`src/rtl/instr_fetch_unit_if.sv`:
```
// Instruction-memory read port: the fetch unit drives request/address,
// memory returns an ack pulse with the instruction word.
`timescale 1ns/1ps

interface instr_fetch_unit_if;
   localparam int unsigned ADDR_W = 32;
   localparam int unsigned DATA_W = 32;

   logic              IMemReq;
   logic [ADDR_W-1:0] IMemAddr;
   logic              IMemAck;
   logic [DATA_W-1:0] IMemData;

   modport master (output IMemReq, output IMemAddr, input IMemAck, input IMemData);
   modport slave  (input IMemReq, input IMemAddr, output IMemAck, output IMemData);
endinterface

```
`src/rtl/instr_fetch_unit.sv`:
```
// Instruction fetch unit: fetches one word at PC, holds it until the control
// unit takes it, then computes the next PC (jump > taken branch > PC+4).
`timescale 1ns/1ps

module instr_fetch_unit #(
   parameter logic [31:0] RESET_PC = 32'h0000_0000
) (
   input  logic                CLK,
   input  logic                Reset_L,
   instr_fetch_unit_if.master  imem,
   output logic [31:0]         Instr,
   output logic                InstrValid,
   input  logic                InstrTaken,
   input  logic                Branch,
   input  logic                Zero,
   input  logic                Jump,
   input  logic [31:0]         BranchOffset,
   output logic [31:0]         PC,
   output logic [31:0]         PCPlus4,
   output logic [31:0]         InstrCount
);

   localparam int unsigned XLEN = 32;

   typedef enum logic [1:0] {
      IDLE  = 2'd0,
      FETCH = 2'd1,
      HOLD  = 2'd2
   } state_t;

   state_t            state_q;
   logic [XLEN-1:0]   pc_q;
   logic [XLEN-1:0]   instr_q;
   logic [XLEN-1:0]   count_q;
   logic              valid_q;
   logic              req_q;
   logic [XLEN-1:0]   pc_plus4;
   logic [XLEN-1:0]   next_pc;

   // A misaligned reset PC would break the word-aligned PC invariant.
   if (RESET_PC[1:0] != 2'b00) begin : g_bad_reset_pc
      $error("instr_fetch_unit: RESET_PC must be word aligned");
   end

   assign pc_plus4 = pc_q + XLEN'(4);

   // Next PC selection; jump overrides a taken branch.
   always_comb begin
      next_pc = pc_plus4;
      if (Jump) begin
         next_pc = {pc_plus4[31:28], instr_q[25:0], 2'b00};
      end else if (Branch && Zero) begin
         next_pc = pc_plus4 + (BranchOffset << 2);
      end
   end

   // Fetch sequencer with registered request, instruction and PC state.
   always_ff @(posedge CLK or negedge Reset_L) begin
      if (!Reset_L) begin
         state_q <= IDLE;
         pc_q    <= RESET_PC;
         instr_q <= '0;
         valid_q <= 1'b0;
         req_q   <= 1'b0;
         count_q <= '0;
      end else begin
         case (state_q)
            IDLE: begin
               state_q <= FETCH;
               req_q   <= 1'b1;
            end
            FETCH: begin
               if (imem.IMemAck) begin
                  instr_q <= imem.IMemData;
                  valid_q <= 1'b1;
                  req_q   <= 1'b0;
                  state_q <= HOLD;
               end
            end
            HOLD: begin
               if (InstrTaken) begin
                  pc_q    <= next_pc;
                  valid_q <= 1'b0;
                  count_q <= count_q + XLEN'(1);
                  req_q   <= 1'b1;
                  state_q <= FETCH;
               end
            end
            default: begin
               state_q <= IDLE;
               valid_q <= 1'b0;
               req_q   <= 1'b0;
            end
         endcase
      end
   end

   assign imem.IMemReq  = req_q;
   assign imem.IMemAddr = pc_q;
   assign Instr         = instr_q;
   assign InstrValid    = valid_q;
   assign PC            = pc_q;
   assign PCPlus4       = pc_plus4;
   assign InstrCount    = count_q;

endmodule

```
`src/flat_wrapper.sv`:
```
// flat-port wrapper written by rule: the top's interface ports become plain ports
module instr_fetch_unit_flat 
#(
   parameter logic [31:0] RESET_PC = 32'h0000_0000
)
  (CLK, Reset_L, Instr, InstrValid, InstrTaken, Branch, Zero, Jump, BranchOffset, PC, PCPlus4, InstrCount, imem_IMemReq, imem_IMemAddr, imem_IMemAck, imem_IMemData);
  instr_fetch_unit_if imem_i ();
  input  logic CLK;
  input  logic Reset_L;
  output logic [31:0] Instr;
  output logic InstrValid;
  input  logic InstrTaken;
  input  logic Branch;
  input  logic Zero;
  input  logic Jump;
  input  logic [31:0] BranchOffset;
  output logic [31:0] PC;
  output logic [31:0] PCPlus4;
  output logic [31:0] InstrCount;
  output wire logic [$bits(imem_i.IMemReq)-1:0] imem_IMemReq;
  output wire logic [$bits(imem_i.IMemAddr)-1:0] imem_IMemAddr;
  input wire logic [$bits(imem_i.IMemAck)-1:0] imem_IMemAck;
  input wire logic [$bits(imem_i.IMemData)-1:0] imem_IMemData;
  assign imem_IMemReq = imem_i.IMemReq;
  assign imem_IMemAddr = imem_i.IMemAddr;
  assign imem_i.IMemAck = imem_IMemAck;
  assign imem_i.IMemData = imem_IMemData;
  instr_fetch_unit #(.RESET_PC(RESET_PC)) u_core (.CLK(CLK), .Reset_L(Reset_L), .imem(imem_i), .Instr(Instr), .InstrValid(InstrValid), .InstrTaken(InstrTaken), .Branch(Branch), .Zero(Zero), .Jump(Jump), .BranchOffset(BranchOffset), .PC(PC), .PCPlus4(PCPlus4), .InstrCount(InstrCount));
endmodule
```
`config.mk`:
```
export PLATFORM = sky130hd
export DESIGN_NAME = instr_fetch_unit_flat
export DESIGN_NICKNAME = d
export VERILOG_FILES = /design/src/rtl/instr_fetch_unit_if.sv /design/src/rtl/instr_fetch_unit.sv /design/src/flat_wrapper.sv
export SDC_FILE = /design/constraint.sdc
export NUM_CORES = 1
export LEC_CHECK = 0
export ABC_CLOCK_PERIOD_IN_PS = 10400
export CORE_ASPECT_RATIO = 1.4
export CORE_MARGIN = 2
export CORE_UTILIZATION = 45
export DETAILED_ROUTE_END_ITERATION = 10
export PLACE_DENSITY = 0.8
export SLEW_MARGIN = 5
export SYNTH_ARGS = -nofsm -noshare
export SYNTH_HDL_FRONTEND = slang
export SYNTH_SLANG_ARGS = --single-unit
export TNS_END_PERCENT = 100
```
`constraint.sdc`:
```
create_clock -name CLK -period 10.4 [get_ports CLK]
set_clock_uncertainty 0.05 [all_clocks]
set_input_delay 2.08 -clock CLK [delete_from_list [all_inputs] [get_ports CLK]]
set_output_delay 2.08 -clock CLK [all_outputs]
set_load 0.005 [all_outputs]
```
==> metrics <==
initial antenna violation count=0; worst slew pin tran=927 ps; clock buffer depth=2; Arr. time, crit path=3230 ps; ant diodes=0; CTS root buf=clkbuf_16; hold path cells=1; Num Clock Sinks=97; Setup Viol. Count Final=0; worst reg-to-reg path cell count=16; Top Layer Used=met4; Reg clk slew, reported paths=80 ps; Routability Congestion=0.905; peak supply drop=0.000161 V; post-synthesis sequential area ratio=0.361; Routed WL per cell=17.5 microns; CP Class=flop to output pin; CP Max Fanout=9; Crit Reg-Reg Startpoint=u_core.PC[2]; Main synth FF type=dfrtp_1; r2r setup slk=5340 ps; Rows=52; overall routing resource usage=0.244; Total Wirelength=between 15 and 20 mm; vias in the first global route=5897; Reg2Reg Capture Point=u_core.PC[25]; Slew Viols, Final=0; first-pass GRT wire length=30.7 mm; htree depth=3; Post-Syn Area=0.00673 sq mm; clock buffer count from CTS=9; Tmin final=5360 ps; Max-slew headroom=0.381; Die Footprint=0.0160 sq mm; most frequent cells in the layout=223 x clkdlybuf4s50_1, 97 x dfrtp_1, 96 x nand2_1, 52 x nor2_1, 51 x xnor2_1; DIE HEIGHT=149 microns; synthesized area per cell=8.99 sq um; vias per cell=5.47; data required time of the critical path=~8300 ps; period utilization=0.516; most common cell after layout, fill and taps aside=clkdlybuf4s50_1; worst hold endpoint=u_core.InstrCount[31]; Power Dens Cells=approximately 270 mW/mm^2; Post-synth EDFFs=0; final hold vios=0; Post-CTS Hold Buffers=0; core box area=0.0146 sq mm; hpwl dp=15.3 mm; WL met2=10.0 mm; Ports=roughly 230; Post-synth ARST share=1.00; layout cell share with drive strength beyond 1=0.0749; Clk Latency, worst-skew pair=350 ps; metal3 WL=1.44 mm; GRT overflow=0; status=completed; Setup Buffers After CTS=0; Netlist cell types=61; Max-cap violations=0; Mapped Cells=between 700 and 800; Port Buffer Count=224; Filler cells=1239; Detail Route Antenna Nets=0; Die Width=107 microns; RSZ-0062 raised after global routing=no; met1 wire length=7.88 mm; HP Class=flop to flop; vias post-DR=approximately 6k; setup TNS=0 ps; PostCTS Resize Cnt=0; yosys warns=0; register bit total from synthesis=97; CTS tree=yes; initial core utilization=0.462; Max Freq=186 MHz; first drt pass iteration count=5; Startpoint Class=flop; Initial DRC Count=between 300 and 400; hold path start=u_core.InstrCount[31]; critical path endpoint category=output pin; largest net degree at the start of global routing=just over 70; final core utilization=0.630; DRC Markers=0; P&R area growth vs syn=36.5%; LEAKAGE=around 3.8 nW; nets@finish=1038
==> synth_stat cells, drive strengths merged, types with 2 or more instances <==
master / n / area share
a211oi: 10 / 0.013
a21o: 14 / 0.016
a21oi: 45 / 0.034
a221o: 3 / 0.0045
a221oi: 4 / 0.0078
a311oi: 2 / 0.0026
a31oi: 6 / 0.0056
and2: 3 / 0.0028
and3: 12 / 0.011
and4: 5 / 0.0065
buf: 38 / 0.042
clkbuf: 25 / 0.014
dfrtp: 97 / 0.36
ha: 37 / 0.069
inv: 12 / 0.0067
mux2: 32 / 0.054
mux2i: 3 / 0.0045
nand2: 96 / 0.054
nand2b: 5 / 0.0058
nand3: 22 / 0.016
nand4: 23 / 0.021
nor2: 53 / 0.031
nor2b: 2 / 0.0019
nor3: 6 / 0.0052
o2111ai: 2 / 0.0026
o211ai: 12 / 0.013
o21a: 3 / 0.0033
o21ai: 59 / 0.044
o21bai: 2 / 0.0022
o221ai: 2 / 0.0026
o22ai: 5 / 0.0046
o31ai: 6 / 0.0074
or2: 5 / 0.0046
or3: 3 / 0.0028
xnor2: 51 / 0.066
xor2: 30 / 0.039
==> per-stage QoR <==
step / worst slack [ps] / hold slack (ps) / std cells / area (sq um) / power (W)
2_1_floorplan: 5820 / 418 / 753 / 6750 / 0.00145
3_3_place_gp: 4940 / 409 / 1107 / 8880 / 0.00208
3_5_place_dp: 4920 / 432 / 1107 / 8880 / 0.00210
4_1_cts: 5000 / 447 / 1123 / 9180 / 0.00244
5_1_grt: 4820 / 466 / 1123 / 9180 / 0.00261
6_report: 5040 / 446 / 1123 / 9180 / 0.00244
==> final cells by class <==
| cell class | instances | area, sq um | share of cell area |
|---|---|---|---|
| Timing Repair Buffer | 228 | 2270 | 0.247 |
| Clock inverter | 7 | 71.3 | 0.00777 |
| Tap cell | 189 | 236 | 0.0258 |
| Inverter | 12 | 45.0 | 0.00491 |
| Sequential cell | 97 | 2430 | 0.264 |
| Clock buffer | 9 | 225 | 0.0245 |
| Multi-Input combinational cell | 581 | 3910 | 0.425 |
==> worst max path at each step <==
stage / from / slack [ps] / cells after the start / endpoint
after floorplan: BranchOffset[0] / 5820 / 11 / u_core.PC[30]
after global routing: u_core.PC[2] / 4820 / 8 / PCPlus4[30]
final: u_core.PC[2] / 5040 / 8 / PCPlus4[30]
after detailed placement: BranchOffset[0] / 4920 / 12 / u_core.PC[28]
after global placement: BranchOffset[0] / 4940 / 12 / u_core.PC[28]
after CTS: u_core.PC[2] / 5000 / 8 / PCPlus4[30]
==> state kept, by name (all words and copies together) (netlist names) <==
name and flops:
u_core.Instr 32, u_core.InstrCount 32, u_core.InstrValid 1, u_core.PC 30, u_core.state_q 2
==> power breakdown <==
group / internal, W / switching (W) / total [W]
sequential: 0.000506 / 0.000176 / 0.000681
combinational: 0.000779 / 0.000646 / 0.00143
clock: 0.000169 / 0.000159 / 0.000329
==> logic make-up after synthesis <==
| family | count (synthesis) | share of synthesized area |
|---|---|---|
| xor+xnor | 81 | 0.105 |
| fa+ha+maj | 38 | 0.0718 |
| other cells | 1 | 0.000557 |
| flops | 97 | 0.361 |
| compound gates | 182 | 0.173 |
| buf+inv | 75 | 0.0623 |
| mux | 35 | 0.0580 |
| simple gates | 239 | 0.168 |
==> metal layers <==
layer	GRT usage	vias up
li1	-	2996
met1	0.300	2929
met2	0.429	202
met3	0.0570	19
met4	0.0609	0
met5	0	-
==> critical path, stage by stage (launching register included) <==
cell             delay, ps
dfrtp_1                490
ha_1                   230
nand3_1                120
nor2_1                 590
nand4_1                190
nor2_1                 240
and4_1                 280
xor2_1                 210
clkdlybuf4s50_1        540
Note: power is estimated with default switching activity, not from simulation.
